**src/rtl/oram_byte_fetch_if.sv**
```systemverilog
// CPU fetch / RAM read bundle for oram_byte_fetch: request/response handshake,
// flush, RAM port and miss statistics.
interface oram_byte_fetch_if #(
  parameter int ADDR_W     = 11,
  parameter int WORD_BYTES = 4
);
  localparam int WB = $clog2(WORD_BYTES);

  logic                    req_valid;
  logic [ADDR_W-1:0]       req_addr;
  logic                    req_ready;
  logic                    rsp_valid;
  logic [7:0]              rsp_data;
  logic                    flush;
  logic                    oram_csb;
  logic [ADDR_W-WB-1:0]    oram_addr;
  logic [8*WORD_BYTES-1:0] oram_value;
  logic [15:0]             miss_count;

  modport slave (
    input  req_valid, req_addr, flush, oram_value,
    output req_ready, rsp_valid, rsp_data, oram_csb, oram_addr, miss_count
  );

  modport master (
    output req_valid, req_addr, flush, oram_value,
    input  req_ready, rsp_valid, rsp_data, oram_csb, oram_addr, miss_count
  );
endinterface

```
**src/rtl/oram_byte_fetch.sv**
```systemverilog
// Byte fetch unit in front of a word-wide read-only RAM, with a one-word line
// buffer so that accesses to the same word are served without a RAM read.
module oram_byte_fetch #(
  parameter int ADDR_W      = 11,
  parameter int WORD_BYTES  = 4,
  parameter int RAM_LATENCY = 1
) (
  input  logic                wb_clk_i,
  input  logic                wb_rst_i,
  oram_byte_fetch_if.slave    bus
);
  localparam int WB    = $clog2(WORD_BYTES);
  localparam int TAG_W = ADDR_W - WB;
  localparam int CNT_W = 3;

  typedef enum logic [1:0] {S_IDLE, S_READ, S_WAIT, S_RESP} state_t;

  state_t                  state_q, state_d;
  logic                    valid_q, valid_d;
  logic [TAG_W-1:0]        tag_q, tag_d;
  logic [8*WORD_BYTES-1:0] word_q, word_d;
  logic [WB-1:0]           off_q, off_d;
  logic [TAG_W-1:0]        oram_addr_q, oram_addr_d;
  logic [CNT_W-1:0]        cnt_q, cnt_d;
  logic [15:0]             miss_q, miss_d;
  logic                    rsp_valid_q, rsp_valid_d;
  logic [7:0]              rsp_data_q, rsp_data_d;
  logic                    flushed_q, flushed_d;

  logic [TAG_W-1:0] req_tag;
  logic [WB-1:0]    req_off;
  logic             hit;
  logic [7:0]       buf_bytes [WORD_BYTES];
  logic [7:0]       ram_bytes [WORD_BYTES];

  // Little-endian byte lanes of the buffered word and of the incoming RAM word.
  for (genvar gi = 0; gi < WORD_BYTES; gi++) begin : g_bytes
    assign buf_bytes[gi] = word_q[8*gi +: 8];
    assign ram_bytes[gi] = bus.oram_value[8*gi +: 8];
  end

  assign req_tag = bus.req_addr[ADDR_W-1:WB];
  assign req_off = bus.req_addr[WB-1:0];
  assign hit     = valid_q && (tag_q == req_tag) && !bus.flush;

  always_comb begin
    state_d     = state_q;
    valid_d     = valid_q;
    tag_d       = tag_q;
    word_d      = word_q;
    off_d       = off_q;
    oram_addr_d = oram_addr_q;
    cnt_d       = cnt_q;
    miss_d      = miss_q;
    rsp_valid_d = 1'b0;
    rsp_data_d  = rsp_data_q;
    flushed_d   = flushed_q;

    if (bus.flush) begin
      valid_d = 1'b0;
    end

    unique case (state_q)
      S_IDLE: begin
        if (bus.req_valid) begin
          if (hit) begin
            rsp_valid_d = 1'b1;
            rsp_data_d  = buf_bytes[req_off];
          end else begin
            oram_addr_d = req_tag;
            off_d       = req_off;
            flushed_d   = 1'b0;
            miss_d      = (miss_q == 16'hFFFF) ? miss_q : miss_q + 16'd1;
            state_d     = S_READ;
          end
        end
      end
      S_READ: begin
        cnt_d   = CNT_W'(RAM_LATENCY);
        state_d = S_WAIT;
        if (bus.flush) flushed_d = 1'b1;
      end
      S_WAIT: begin
        if (bus.flush) flushed_d = 1'b1;
        cnt_d = cnt_q - 1'b1;
        if (cnt_q == CNT_W'(1)) begin
          // A flush seen at any point of the fetch keeps the filled line invalid.
          word_d      = bus.oram_value;
          tag_d       = oram_addr_q;
          valid_d     = !(flushed_q || bus.flush);
          rsp_valid_d = 1'b1;
          rsp_data_d  = ram_bytes[off_q];
          state_d     = S_RESP;
        end
      end
      S_RESP: begin
        state_d = S_IDLE;
      end
      default: state_d = S_IDLE;
    endcase
  end

  always_ff @(posedge wb_clk_i or posedge wb_rst_i) begin
    if (wb_rst_i) begin
      state_q     <= S_IDLE;
      valid_q     <= 1'b0;
      tag_q       <= '0;
      word_q      <= '0;
      off_q       <= '0;
      oram_addr_q <= '0;
      cnt_q       <= '0;
      miss_q      <= '0;
      rsp_valid_q <= 1'b0;
      rsp_data_q  <= '0;
      flushed_q   <= 1'b0;
    end else begin
      state_q     <= state_d;
      valid_q     <= valid_d;
      tag_q       <= tag_d;
      word_q      <= word_d;
      off_q       <= off_d;
      oram_addr_q <= oram_addr_d;
      cnt_q       <= cnt_d;
      miss_q      <= miss_d;
      rsp_valid_q <= rsp_valid_d;
      rsp_data_q  <= rsp_data_d;
      flushed_q   <= flushed_d;
    end
  end

  assign bus.req_ready  = (state_q == S_IDLE);
  assign bus.oram_csb   = (state_q != S_READ);
  assign bus.oram_addr  = oram_addr_q;
  assign bus.rsp_valid  = rsp_valid_q;
  assign bus.rsp_data   = rsp_data_q;
  assign bus.miss_count = miss_q;
endmodule

```
**src/flat_wrapper.sv**
```systemverilog
// flat-port wrapper written by rule: the top's interface ports become plain ports
module oram_byte_fetch_flat 
#(
  parameter int ADDR_W      = 11,
  parameter int WORD_BYTES  = 4,
  parameter int RAM_LATENCY = 1
)
  (wb_clk_i, wb_rst_i, bus_req_valid, bus_req_addr, bus_flush, bus_oram_value, bus_req_ready, bus_rsp_valid, bus_rsp_data, bus_oram_csb, bus_oram_addr, bus_miss_count);
  oram_byte_fetch_if #(.ADDR_W(ADDR_W), .WORD_BYTES(WORD_BYTES)) bus_i ();
  input  logic wb_clk_i;
  input  logic wb_rst_i;
  input wire logic [$bits(bus_i.req_valid)-1:0] bus_req_valid;
  input wire logic [$bits(bus_i.req_addr)-1:0] bus_req_addr;
  input wire logic [$bits(bus_i.flush)-1:0] bus_flush;
  input wire logic [$bits(bus_i.oram_value)-1:0] bus_oram_value;
  output wire logic [$bits(bus_i.req_ready)-1:0] bus_req_ready;
  output wire logic [$bits(bus_i.rsp_valid)-1:0] bus_rsp_valid;
  output wire logic [$bits(bus_i.rsp_data)-1:0] bus_rsp_data;
  output wire logic [$bits(bus_i.oram_csb)-1:0] bus_oram_csb;
  output wire logic [$bits(bus_i.oram_addr)-1:0] bus_oram_addr;
  output wire logic [$bits(bus_i.miss_count)-1:0] bus_miss_count;
  assign bus_i.req_valid = bus_req_valid;
  assign bus_i.req_addr = bus_req_addr;
  assign bus_i.flush = bus_flush;
  assign bus_i.oram_value = bus_oram_value;
  assign bus_req_ready = bus_i.req_ready;
  assign bus_rsp_valid = bus_i.rsp_valid;
  assign bus_rsp_data = bus_i.rsp_data;
  assign bus_oram_csb = bus_i.oram_csb;
  assign bus_oram_addr = bus_i.oram_addr;
  assign bus_miss_count = bus_i.miss_count;
  oram_byte_fetch #(.ADDR_W(ADDR_W), .WORD_BYTES(WORD_BYTES), .RAM_LATENCY(RAM_LATENCY)) u_core (.wb_clk_i(wb_clk_i), .wb_rst_i(wb_rst_i), .bus(bus_i));
endmodule
```
**config.mk**
```make
export PLATFORM = sky130hd
export DESIGN_NAME = oram_byte_fetch_flat
export DESIGN_NICKNAME = d
export VERILOG_FILES = /design/src/rtl/oram_byte_fetch_if.sv /design/src/rtl/oram_byte_fetch.sv /design/src/flat_wrapper.sv
export SDC_FILE = /design/constraint.sdc
export NUM_CORES = 1
export LEC_CHECK = 0
export ABC_AREA = 1
export CAP_MARGIN = 40
export CELL_PAD_IN_SITES_DETAIL_PLACEMENT = 1
export CELL_PAD_IN_SITES_GLOBAL_PLACEMENT = 1
export CORE_UTILIZATION = 38
export DETAILED_ROUTE_END_ITERATION = 7
export GPL_TIMING_DRIVEN = 0
export PLACE_DENSITY_LB_ADDON = 0.1
export SLEW_MARGIN = 5
export SYNTH_ARGS = -nofsm -noshare
export SYNTH_HDL_FRONTEND = slang
export SYNTH_SLANG_ARGS = --single-unit
```
**constraint.sdc**
```tcl
create_clock -name wb_clk_i -period 3.2 [get_ports wb_clk_i]
set_input_delay 0.32 -clock wb_clk_i [delete_from_list [all_inputs] [get_ports wb_clk_i]]
set_output_delay 0.32 -clock wb_clk_i [all_outputs]
set_load 0.01 [all_outputs]
```
==> flow_metrics.py, run 1 <==
metrics = {
    "setup_path": {
        "worstPathMaxFanout": 10,
        "path_cells": "inv_1, ha_1, inv_1, nor2_2, clkbuf_1, o21ai_0",
        "crit_top_cell": "inv_1",
        "critical_path.max_stage_delay_ps": 630,
        "arrival_ps": 2370,
        "r2r-end": "u_core.tag_q[1]",
        "crit_type": "reg -> reg",
        "crit_required_ps": 3390,
        "end_kind": "flip-flop",
        "cpMaxStageDelayCell": "clkbuf_1",
        "startpoint_type": "flip-flop",
        "reg2reg_depth": 6,
        "r2r_slack_ps": 1020,
        "rr_startpoint": "u_core.state_q[0]",
    },
    "clock_network": {
        "cts_tree": "built",
        "clk_path_buf_depth": 2,
        "ctsHoldBuffers": 0,
        "root_buffer": "clkbuf_16",
        "cts_setup_buffers": 0,
        "h-tree-depth": 3,
        "clk_pin_slew_worst_paths_ps": 60,
        "clk_latency_ps": 350,
        "cts_resized": 0,
        "numCtsBuffers": 9,
        "cts.sinks": 84,
    },
    "synth": {
        "yosysUniqueCellTypes": 25,
        "synth_common_cells": "nand2_1 (199), dfrtp_1 (84), o21ai_0 (79)",
        "ys_top_cells_by_area": "dfrtp_1 (48%), nand2_1 (17%), o21ai_0 (9.0%)",
        "synth.most_common_cell": "nand2_1",
        "synth_compound_area_frac": 0.127,
        "syn_area_mm2": 0.00441,
        "avgSynthCellArea_um2": 7.46,
        "synth_xor_area_frac": 0.0298,
        "ys.flop_type": "dfrtp_1",
        "synthSimpleGateAreaFrac": 0.261,
        "synthArstFlopShare": 1.00,
        "synth_edf_count": 0,
        "synth_top_area_frac": 0.477,
        "synthCells": 591,
        "yosys_warnings": 0,
        "synthAdderAreaFrac": 0.0170,
        "ys_seq_area_frac": 0.477,
        "synth_area_leader_cell": "dfrtp_1",
        "syn_nets": 644,
        "synth-seq-cells": 84,
        "synth_top_family_by_area": "simple AND/OR/NAND/NOR gates",
        "synth_mux_area_frac": 0,
    },
    "floorplanning": {
        "core_mm2": 0.0111,
        "dieArea_mm2": 0.0120,
        "die_h_um": 110,
        "rows": 38,
        "io-pin-count": 83,
        "die_w_um": 110,
        "initial_core_util": 0.398,
    },
    "placed_design": {
        "io_buffers": 80,
        "post_dp_cell_area_mm2": 0.00542,
        "gp_congestion": 0.869,
        "dp.cells": 812,
        "hpwl_mm": 9.74,
    },
    "route": {
        "ant_nets": 0,
        "drc": 0,
        "first_pass_iters": 4,
        "drt-total-wl_mm": 14.2,
        "drt-initial-drc-count": 224,
        "wl_per_cell_um": 17.1,
        "vias_per_cell": 5.15,
        "via_count": 4261,
    },
    "grt": {
        "grt_busiest_layer": "met2",
        "use_met2": 0.442,
        "grt_first_pass_wirelength_mm": 23.0,
        "track_usage": 0.257,
        "grt_pass1_vias": 4495,
        "grt_max_degree": 49,
        "antenna_found_initial": 0,
        "gr-usage-met3": 0.0599,
        "overflow": 0,
        "grt_util_met1": 0.318,
    },
    "layout": {
        "fin_cells": 828,
        "antenna_cells": 0,
        "syn_to_final_growth_pct": 31.1,
        "nNetsFinal": 736,
        "final_area_mm2": 0.00578,
        "drive_gt1_frac": 0.0567,
    },
    "outcome": {
        "status": "complete, no violations",
    },
    "timing": {
        "min_period_over_period": 0.681,
        "hold_viol_final": 0,
        "slew_viol_final": 0,
        "timing.hold.ws_ps": 379,
        "worstMarginPinSlew_ps": 745,
        "setup_violations": 0,
        "slew_headroom": 0.503,
        "period_minus_slack_ps": 2180,
        "skew_ps": 5.64,
        "rsz0062_at_grt": "false",
        "max_freq_mhz": 459,
    },
    "min_path": {
        "worstHoldPathType": "in -> async",
    },
    "power_and_ir_drop": {
        "irDropWorstVdd_uv": 589,
        "leakagePower_nw": 2.76,
        "power_mw": 5.26,
        "p_per_area_mw_per_mm2": 909,
    },
    "flow_run": {
        "maxCapViolCount": 0,
    },
}
-- state kept, by name, indices dropped and copies added (netlist names) --
signal and count:
u_core.off_q 2, u_core.bus.rsp_data 8, u_core.word_q 32, u_core.bus.miss_count 16, u_core.state_q 2, u_core.cnt_q 3, u_core.bus.rsp_valid 1, u_core.valid_q 1
u_core.flushed_q 1, u_core.tag_q 9, u_core.bus.oram_addr 9
-- worst max-delay path by stage --
stage | from | to | slack (ps) | cells past startpoint
2_1_floorplan | wb_rst_i | u_core.bus.miss_count[0] | 710 | 1
3_3_place_gp | wb_rst_i | u_core.tag_q[6] | -830 | 2
3_5_place_dp | bus_flush | u_core.bus.rsp_data[3] | 990 | 11
4_1_cts | u_core.state_q[0] | u_core.tag_q[1] | 1020 | 6
5_1_grt | u_core.state_q[0] | u_core.tag_q[1] | 870 | 6
6_report | u_core.state_q[0] | u_core.tag_q[1] | 1020 | 6
-- critical path, delay by kind of cell (launching register included) --
kind	cells	cell delay, ps
buf+inv	3	790
simple gates	1	470
flops	1	410
compound gates	1	180
fa+ha+maj	1	170
-- report_power, final --
part | switching [mW] | total [mW] | internal [mW]
sequential | 0.283 | 1.78 | 1.50
combinational | 1.35 | 2.18 | 0.839
clock | 0.429 | 1.29 | 0.864
total | 2.06 | 5.26 | 3.20
-- layout by cell type, fill, tap and decap left out, drive strengths merged, types with 14 or more instances in the layout --
cell / count
dfrtp: 84
o21ai: 81
buf: 14
nand2: 203
a21oi: 16
nand3: 31
clkbuf: 23
inv: 70
clkdlybuf4s50: 80
nor2: 41
-- per-layer routing --
layer / wire length (um) / up-vias
met1: 6170 / 2089
met3: 695 / 15
li1: - / 2044
met2: 7010 / 113
met5: 0 / -
met4: 291 / 0
-- stage by stage --
step | util | setup slack, ps | TNS (ps)
after floorplan | - | 715 | 0
after global placement | 0.486 | -830 | -69440
after detailed placement | 0.489 | 991 | 0
after CTS | 0.522 | 1020 | 0
after global routing | 0.522 | 874 | 0
final | 0.522 | 1020 | 0
-- area by class of cell --
cell class              instances  area [um2]
fillers                      1393        5300
flip-flops and latches         84        2100
multi-input cells             412        1920
repair buffers                 81         828
inverters                      71         269
clock buffers                  12         246
well taps                     140         175
plain buffers                  24         125
clock inverters                 4         120
-- cell families after synthesis --
group                      after synthesis
and+or+nand+nor                        284
xor gates and xnor gates                15
buffers and inverters                   95
AOI/OAI and AO/OA                      107
adders and majority gates                6
DFF                                     84
Note: power is estimated with default switching activity, not from simulation.
==> inputs of run 2 (changes only) <==
Clock period 3.2 ns to 2.2 ns, I/O delays scaled along.
==> run 2 against run 1 <==
Against the previous run:
- register-to-register slack worse by 780 ps
- global-route usage is 0.37 points lower
- clock power is 29% higher
- core utilization is 0.18 points lower
- via count hardly changed
- sequential power is 45% higher
- sequential share of layout area is 0.13 points higher
- largest cell class unchanged
==> flow_metrics.py, run 2 (same netlist as run 1, synthesis figures left out) <==
metrics = {
    "layout": {
        "layout_commonest_cell": "nand2_1",
        "final_area_mm2": 0.00576,
        "final_cell_mix": "nand2_1 (199), dfrtp_1 (84), clkdlybuf4s50_1 (80)",
        "fin_cells": 829,
        "fillers": 1421,
        "drive_gt1_frac": 0.0610,
        "seq_area_mm2": 0.00210,
        "top_register": "u_core.word_q",
        "multi_input_area_mm2": 0.00193,
        "antenna_cells": 0,
        "nNetsFinal": 737,
        "syn_to_final_growth_pct": 30.7,
        "largest_reg_flops": 32,
    },
    "setup_path": {
        "startpoint_type": "flip-flop",
        "rr_startpoint": "u_core.state_q[0]",
        "cpMaxStageDelayCell": "clkdlybuf4s50_1",
        "arrival_ps": 1740,
        "end_kind": "output pin",
        "crit_type": "reg -> out",
        "r2r_slack_ps": 240,
        "path_cells": "inv_1, ha_1, clkdlybuf4s50_1",
        "worstPathMaxFanout": 6,
        "r2r-end": "u_core.tag_q[0]",
        "critical_path.max_stage_delay_ps": 590,
        "reg2reg_depth": 6,
        "cp_num_buf_inv": 2,
        "crit_required_ps": 1980,
        "cp_top_family": "buffers and inverters",
    },
    "floorplanning": {
        "die_h_um": 110,
        "initial_core_util": 0.398,
        "io-pin-count": 83,
        "die_w_um": 110,
        "rows": 38,
        "dieArea_mm2": 0.0120,
        "core_mm2": 0.0111,
    },
    "clock_network": {
        "cts_resized": 0,
        "clk_pin_slew_worst_paths_ps": 60,
        "h-tree-depth": 3,
        "root_buffer": "clkbuf_16",
        "cts.sinks": 84,
        "clk_latency_ps": 350,
        "clk_path_buf_depth": 2,
        "cts_setup_buffers": 0,
        "ctsHoldBuffers": 0,
        "cts_tree": "built",
        "numCtsBuffers": 9,
    },
    "timing": {
        "period_minus_slack_ps": 1960,
        "timing.setup.tns_ps": 0,
        "hold_viol_final": 0,
        "timing.hold.ws_ps": 290,
        "max_freq_mhz": 510,
        "skew_ps": 5.89,
        "slew_viol_final": 0,
        "setup_violations": 0,
        "slew_headroom": 0.532,
        "min_period_over_period": 0.892,
        "worstMarginPinSlew_ps": 703,
        "rsz0062_at_grt": "false",
    },
    "placed_design": {
        "io_buffers": 80,
        "gp_congestion": 0.860,
        "post_dp_cell_area_mm2": 0.00543,
        "dp.cells": 813,
        "hpwl_mm": 9.84,
    },
    "grt": {
        "grt_pass1_vias": 4455,
        "antenna_found_initial": 0,
        "track_usage": 0.254,
        "overflow": 0,
        "grt_max_degree": 32,
        "grt_first_pass_wirelength_mm": 22.8,
    },
    "power_and_ir_drop": {
        "leakagePower_nw": 2.74,
        "irDropWorstVdd_uv": 583,
        "power_mw": 7.46,
        "p_per_area_mw_per_mm2": 1290,
    },
    "route": {
        "drc": 0,
        "first_pass_iters": 4,
        "drt-initial-drc-count": 182,
        "ant_nets": 0,
        "vias_per_cell": 5.14,
        "wl_per_cell_um": 16.9,
        "drt-total-wl_mm": 14.0,
        "via_count": 4265,
    },
    "min_path": {
        "worstHoldPathType": "in -> async",
    },
    "outcome": {
        "status": "complete, no violations",
    },
    "flow_run": {
        "maxCapViolCount": 0,
    },
}
==> run 2: worst max path at each step <==
stage / startpoint / endpoint / slack, ps / cells after the start
after global placement: wb_rst_i / u_core.bus.oram_addr[6] / -30 / 2
after detailed placement: bus_flush / u_core.bus.rsp_data[4] / 100 / 11
final: u_core.state_q[1] / bus_req_ready / 240 / 3
after global routing: u_core.state_q[0] / u_core.tag_q[0] / 90 / 6
after CTS: u_core.state_q[0] / u_core.word_q[9] / 80 / 9
after floorplan: u_core.state_q[0] / u_core.bus.rsp_data[0] / 610 / 9
==> run 2: area by class of cell <==
cell class              instances  area share
plain buffers                  24      0.0217
clock buffers                   9      0.0391
clock inverters                 7      0.0169
inverters                      71      0.0469
multi-input cells             412       0.334
flip-flops and latches         84       0.365
well taps                     140      0.0304
repair buffers                 82       0.146
==> run 2: power by group <==
part,switching [mW],internal [mW]
Clock,0.671,1.00
Combinational,1.98,1.23
Sequential,0.408,2.17
==> run 2: layer usage <==
layer | GRT usage | vias to the layer above | wire length, um
met5 | 0 | - | 0
met4 | 0.0943 | 0 | 261
met3 | 0.0391 | 18 | 585
met2 | 0.432 | 98 | 6790
met1 | 0.325 | 2103 | 6350
li1 | - | 2046 | -
==> run 2: stage by stage <==
stage               setup WS [ps]  utilization
floorplan                     608            -
global placement            -28.9        0.487
detailed placement           99.7        0.490
CTS                          76.0        0.519
global route                 93.1        0.520
finish                        237        0.520
